## config.mk

```make
export PLATFORM = sky130hd
export DESIGN_NAME = mmio_read_select_seq
export DESIGN_NICKNAME = d
export VERILOG_FILES = /design/src/rtl/mmio_read_select_seq.sv
export SDC_FILE = /design/constraint.sdc
export NUM_CORES = 1
export LEC_CHECK = 0
export BUFFER_PORTS_ARGS = -buffer_cell sky130_fd_sc_hd__buf_2
export CAP_MARGIN = 10
export CORE_AREA = 2 2 139 141
export DETAILED_ROUTE_END_ITERATION = 12
export DIE_AREA = 0 0 141 143
export PLACE_DENSITY_LB_ADDON = 0.15
export SLEW_MARGIN = 20
export SYNTH_ARGS = -nofsm -noshare
export SYNTH_HDL_FRONTEND = slang
export SYNTH_SLANG_ARGS = --single-unit
```

## constraint.sdc

```tcl
create_clock -name clk -period 2.3 [get_ports clk]
set_clock_uncertainty 0.2 [all_clocks]
set_input_delay 0.345 -clock clk [delete_from_list [all_inputs] [get_ports clk]]
set_output_delay 0.345 -clock clk [all_outputs]
set_load 0.03 [all_outputs]
```

## src/rtl/mmio_read_select_seq.sv

```systemverilog
// Registered load-data path: decodes a CPU load into DMEM or one of NCH peripheral
// channels, strobes the channel, waits for ack or timeout, returns one word with rvalid.

module mmio_read_select_lane #(
  parameter int DW = 32
) (
  input  logic          sel,
  input  logic          ack,
  input  logic [DW-1:0] data,
  output logic          hit,
  output logic [DW-1:0] dout
);
  assign hit  = sel & ack;
  assign dout = sel ? data : '0;
endmodule

module mmio_read_select_seq #(
  parameter int              NCH         = 8,
  parameter int              AW          = 12,
  parameter int              DW          = 32,
  parameter logic [AW-1:0]   PERIPH_BASE = 12'h800,
  parameter int              STRIDE_LOG2 = 2,
  parameter int              TIMEOUT     = 15,
  parameter logic [DW-1:0]   ERR_DATA    = 32'hDEADBEEF
) (
  input  logic              clk,
  input  logic              rst,
  input  logic              cpu_re,
  input  logic [AW-1:0]     cpu_addr,
  input  logic [DW-1:0]     dmem_rdata,
  input  logic [NCH*DW-1:0] ch_rdata,
  input  logic [NCH-1:0]    ch_ack,
  output logic [NCH-1:0]    ch_re,
  output logic [DW-1:0]     rdata,
  output logic              rvalid,
  output logic              busy,
  output logic              err,
  input  logic              err_clr
);
  localparam int IW = (NCH > 1) ? $clog2(NCH) : 1;
  localparam int CW = $clog2(TIMEOUT + 1);
  localparam logic [AW-1:0] AMASK = {AW{1'b1}} >> (AW - STRIDE_LOG2);

  typedef enum logic {S_IDLE, S_WAIT} state_t;
  state_t state, state_d;

  logic [IW-1:0] idx_q, idx_d;
  logic [CW-1:0] cnt, cnt_d;
  logic [NCH-1:0] ch_re_d;
  logic [DW-1:0] rdata_d;
  logic rvalid_d, err_d;

  // Address decode: aligned, in range, upper half of the map
  logic [AW-1:0] off, idx_full;
  logic          hit;
  logic [IW-1:0] idx;
  assign off      = cpu_addr - PERIPH_BASE;
  assign idx_full = off >> STRIDE_LOG2;
  assign idx      = idx_full[IW-1:0];
  assign hit      = cpu_addr[AW-1] && (cpu_addr >= PERIPH_BASE) &&
                    ((off & AMASK) == '0) && (idx_full < AW'(NCH));

  // Per-channel select of ack/data for the latched channel
  logic [NCH-1:0]         lane_hit;
  logic [NCH-1:0][DW-1:0] lane_dout;
  logic                   ack_sel;
  logic [DW-1:0]          data_sel;

  for (genvar k = 0; k < NCH; k++) begin : g_lane
    mmio_read_select_lane #(.DW(DW)) u_lane (
      .sel  (idx_q == IW'(k)),
      .ack  (ch_ack[k]),
      .data (ch_rdata[k*DW +: DW]),
      .hit  (lane_hit[k]),
      .dout (lane_dout[k])
    );
  end

  always_comb begin
    data_sel = '0;
    for (int k = 0; k < NCH; k++) data_sel = data_sel | lane_dout[k];
  end
  assign ack_sel = |lane_hit;

  assign busy = (state == S_WAIT);

  always_ff @(posedge clk or posedge rst) begin
    if (rst) begin
      state  <= S_IDLE;
      idx_q  <= '0;
      cnt    <= '0;
      ch_re  <= '0;
      rdata  <= '0;
      rvalid <= 1'b0;
      err    <= 1'b0;
    end else begin
      state  <= state_d;
      idx_q  <= idx_d;
      cnt    <= cnt_d;
      ch_re  <= ch_re_d;
      rdata  <= rdata_d;
      rvalid <= rvalid_d;
      err    <= err_d;
    end
  end

  always_comb begin
    state_d = state;
    case (state)
      S_IDLE: if (cpu_re && hit) state_d = S_WAIT;
      S_WAIT: if (ack_sel || cnt == CW'(TIMEOUT)) state_d = S_IDLE;
      default: state_d = S_IDLE;
    endcase
  end

  always_comb begin
    ch_re_d  = '0;
    rvalid_d = 1'b0;
    rdata_d  = rdata;
    cnt_d    = cnt;
    idx_d    = idx_q;
    err_d    = err;
    case (state)
      S_IDLE: begin
        if (cpu_re) begin
          if (hit) begin
            idx_d = idx;
            cnt_d = CW'(1);
            for (int k = 0; k < NCH; k++) ch_re_d[k] = (idx == IW'(k));
          end else begin
            rdata_d  = dmem_rdata;
            rvalid_d = 1'b1;
          end
        end
      end
      S_WAIT: begin
        // Ack beats a coinciding timeout
        if (ack_sel) begin
          rdata_d  = data_sel;
          rvalid_d = 1'b1;
          cnt_d    = '0;
        end else if (cnt == CW'(TIMEOUT)) begin
          rdata_d  = ERR_DATA;
          rvalid_d = 1'b1;
          err_d    = 1'b1;
          cnt_d    = '0;
        end else begin
          cnt_d = cnt + CW'(1);
        end
      end
      default: ;
    endcase
    if (err_clr) err_d = 1'b0;
  end
endmodule
```

# == Yosys cells after proc, flatten, opt, wreduce, memory -nomap -nowiden ==
# Index checks and enable logic that the tools add are counted.
# word_totals
out_inout_bits,43
regBits,50
word_cells,95
inputBits,312
# op_classes
add_sub_neg,2
n_lt_le_gt_ge,2
muxes,33
eq_ne,20
reduce_logical,15
n_bitwise,16
# ops
op,n
$mux 32,12
$or 32x32->32,7
$pmux 32 s2,1
$eq 3x3->1 const B,8
$mux 8,3
$mux 4,4
$eq 3x2->1 const B,4
$ge 12x12->1 const B,1
$logic_not 12->1,1
$sub 12x12->12 const B,1
$lt 10x4->1 const B,1
$mux 1,10
$reduce_and 3->1,3
$and 1x1->1,8
$ne 2x2->1 const B,4
$pmux 4 s2,1
$reduce_or 8->1,1
$eq 3x1->1 const B,2
$logic_not 3->1,2
$add 4x1->4 const B,1
$eq 4x4->1 const B,1
$logic_and 1x1->1,4
$pmux 1 s2,2
$reduce_bool 2->1,2
other kinds (4),4

# == Longest topological paths before layout ==
# logic_depth
word_depth,11
mapped_depth,8
mapped_depth_nobuf,7

# == Cells and area by module ==
# A second synthesis with hierarchy kept.
# unflattened
cells_unflattened,594
hier_area_um2,5172.5
# modules_own_cells
module,area_each_um2,instances,seq_area_each_um2,cells_each
mmio_read_select_seq,3070.4,1,1251.2,306
mmio_read_select_lane,262.8,8,0.0,36

# == Worst setup path after synthesis ==
# No wires, ideal clock.
# synth_timing
kind,reg-to-reg
from,register idx_q[1]
to,register rdata[19]
t_required_ns,1.965
arrival_time_ns,1.659
path_buffers,2
stages_incl_launch_ff,7
setup_ns,0.135
slack_ns,0.306
period_less_slack_ns,1.994
path_cell_list,dfrtp_1 -> buf_2 -> buf_4 -> mux2_2 -> a221o_1 -> a221oi_1 -> o31ai_1
# synth_between
elab_chain_len,11
elab_cells_between_ends,36
classes_between,eq/ne: 8; mux: 10; bitwise: 15; reduce/logical: 3
# synth_lines
element,line,text
"start, declared",47,"logic [IW-1:0] idx_q, idx_d;"
"start signal, assigned",98,idx_q <= idx_d;
$eq 3x1->1 / $logic_not 3->1 (equally long branches),71,".sel (idx_q == IW'(k)),"
$mux 32,14,assign dout = sel ? data : '0;
$or 32x32->32 (7 in series),81,for (int k = 0; k < NCH; k++) data_sel = data_sel | lane_dout[k];
$mux 32,138,if (ack_sel) begin
$pmux 32 s2,123,case (state)
"end signal, assigned",101,rdata <= rdata_d;
"end, declared",34,"output logic [DW-1:0] rdata,"
# Several ways; a longest one is shown, not always the timed one.
# A chain may end at the register's enable or synchronous reset.

# == Worst setup path after layout ==
# layout_timing
from,register idx_q[1]
to,register rdata[12]
# Same word-level chain as after synthesis.

==> reports/results.tsv <==
metric	value	unit
vias_per_cell	5.17	
vias	5770	
io_pins	355	
synth_edf_count	0	
critPathLaunchType	register	
synth_async_sr_flop_share	100	%
drc	0	
post_cts_buffers	0	
yosysTopAreaCellShare	28.9	%
initial_utilization	23.3	%
min_path_type	input pin to register	
irDropWorstVdd	325	uV
synth_area_leaders	dfrtp_1 (29%), mux2i_1 (9.9%), mux4_2 (5.2%), a21oi_1 (4.9%), a22oi_1 (4.7%)	
setup_slack	-0.0220	ns
portBuffers	354	
yosys_register_bits	50	
power.leakage	3.38	nW
ys_types	53	
critPathMaxFanout	12	
violations	setup timing	
cts_root_buf	clkbuf_16	
wl_per_cell	22.3	um
place_hpwl	20800	um
grt-ovfl-total	0	
rows	50	
finalSetupViolCount	1	
synthCells	487	
whs	0.0811	ns
syn_area	4330	sq um
critPathBufInv	3	
cap_viol_max_count	0	
cts_buffer_depth	2	
dr.first_iter.drc_count	368	
fin_nets	1190	
clk_latency	0.30	ns
path_cells	buf_12 > buf_16 > buf_4 > mux2_2 > a221oi_1 > a21oi_1 > nor3_2 > a221oi_1	
gp_congestion	0.904	
slew_viol_final	0	
cpPeakStageDelay	0.50	ns
synthTopCellsByCount	dfrtp_1 (50), mux2i_1 (43), a21oi_1 (42)	
status	finished with violations	
setup.worst_path.class	register to register	
antenna_found_initial	4	
path_delay_family	compound AO/OA/AOI/OAI gates	
fin_crit	2.32	ns
hold_viol	0	
cp_common_cell	a221oi_1	
drtAntennaViolNets	0	
synth_flop_cell	dfrtp_1	
final_layout_size_suffix_gt1_share	56.6	%
ys_seq_area_share	28.9	%
cts_num_sinks	50	
synth.net_count	800	
cts_tree	yes	
postSynthAreaPerCell	8.90	sq um
grt_pass1_wl	35600	um
fin_setup_tns	-0.0220	ns
drt_pass1_iterations	5	
required	2.27	ns
dieHeight	143	um
arrival	2.29	ns
grt.total_usage	23.7	%
grt_setup_unrepaired	yes	
routed_wl	24800	um
area_growth	67.9	%
die_area	20200	sq um
synth.most_common_cell	dfrtp_1	
endpoint_kind	register	
fp.dieW	141	um
pre_cts_ws	-0.171	ns
powerDensity	368	nW/um^2
period_share	101	%
grt_pass1_vias	5835	
timing.fmax	431	MHz
core_area	18600	sq um
tightest_slew	0.546	ns
clkTransAtPathRegs	0.07	ns
cts_max_level	2	
synth_top_cell_by_area	dfrtp_1	
cts_buffers	5	
slew_headroom	63.6	%
grt_max_degree	31	
fillCellCount	1943	
synth_warnings	0	
slowest_stage	dfrtp_4	
## timing repair
action | in CTS | in global routing
resized for setup | 14 | 30
pin swaps | 3 | 4
setup endpoints to repair | 10 | 23
gates cloned | 1 | 0
endpoints found under the hold margin | 21 | 0
hold buffers | 2 | 0
## sequential cells by signal (all words and copies together) (netlist names)
| signal | cells |
|---|---|
| cnt | 4 |
| busy | 1 |
| idx_q | 3 |
| rdata | 32 |
| rvalid | 1 |
| ch_re | 8 |
| err | 1 |
## stage by stage
step                      std cells  power, mW  utilization [%]  area (sq um)
after floorplan                 487       1.39                -          4330
after global placement         1102       1.89             37.0          6870
after detailed placement       1102       1.89             37.0          6870
after CTS                      1113       2.68             38.4          7140
after global routing           1115       2.80             39.1          7270
final                          1115       2.68             39.1          7270
## routing by layer
layer	GRT usage, %	vias to the layer above	part of all wire [%]
met4	6.05	2	1.6
met5	0	-	0.064
met1	32.5	2759	44
met3	2.95	26	5.6
met2	39.8	263	48
li1	-	2720	-
## logic make-up after synthesis
| family | after synthesis | synth area share, % |
|---|---|---|
| compound gates | 223 | 36.0 |
| fa+ha+maj | 1 | 0.289 |
| mux | 63 | 17.7 |
| simple gates | 89 | 10.3 |
| xor+xnor | 1 | 0.202 |
| buf+inv | 60 | 6.70 |
| flops | 50 | 28.9 |
## placed cells by master, fill, tap and decap left out, types with 6 or more instances in the layout
master,instances
buf_2,354
buf_4,58
dfrtp_1,47
mux2i_1,41
a21oi_1,41
o21ai_0,38
nor2_1,25
a22oi_1,25
o31ai_1,21
a22o_1,21
a221oi_1,20
o22ai_1,17
nor3_1,15
nand2_1,12
mux2_2,10
mux4_2,10
buf_12,9
inv_1,8
buf_6,7
nand2b_1,6
## power by group
| part | total, mW | internal (mW) | switching (mW) |
|---|---|---|---|
| clock network | 0.777 | 0.433 | 0.344 |
| registers | 0.968 | 0.935 | 0.0335 |
| logic | 0.931 | 0.445 | 0.486 |
## final timing paths
path / startpoint / slack (ns) / to / cells after the start
setup / recovery: idx_q[1] / -0.02 / rdata[12] / 8
hold / removal: cpu_addr[2] / 0.08 / ch_re[0] / 2
setup reg to reg: idx_q[1] / -0.02 / rdata[12] / 8
hold reg to reg: rdata[20] / 0.30 / rdata[20] / 1
max in group asynchronous: rst / 0.89 / idx_q[0] / 4
min in group asynchronous: rst / 0.44 / rdata[16] / 3
## cell type report
type / count / area (sq um) / share of cell area (%)
Clock inverter: 1 / 5.00 / 0.0688
Tap cell: 234 / 293 / 4.03
Multi-Input combinational cell: 377 / 2980 / 41.0
Timing Repair Buffer: 432 / 2550 / 35.0
Clock buffer: 7 / 143 / 1.96
Antenna cell: 3 / 7.51 / 0.103
Sequential cell: 50 / 1260 / 17.3
Inverter: 11 / 41.3 / 0.568
Note: power is estimated with default switching activity, not from simulation.
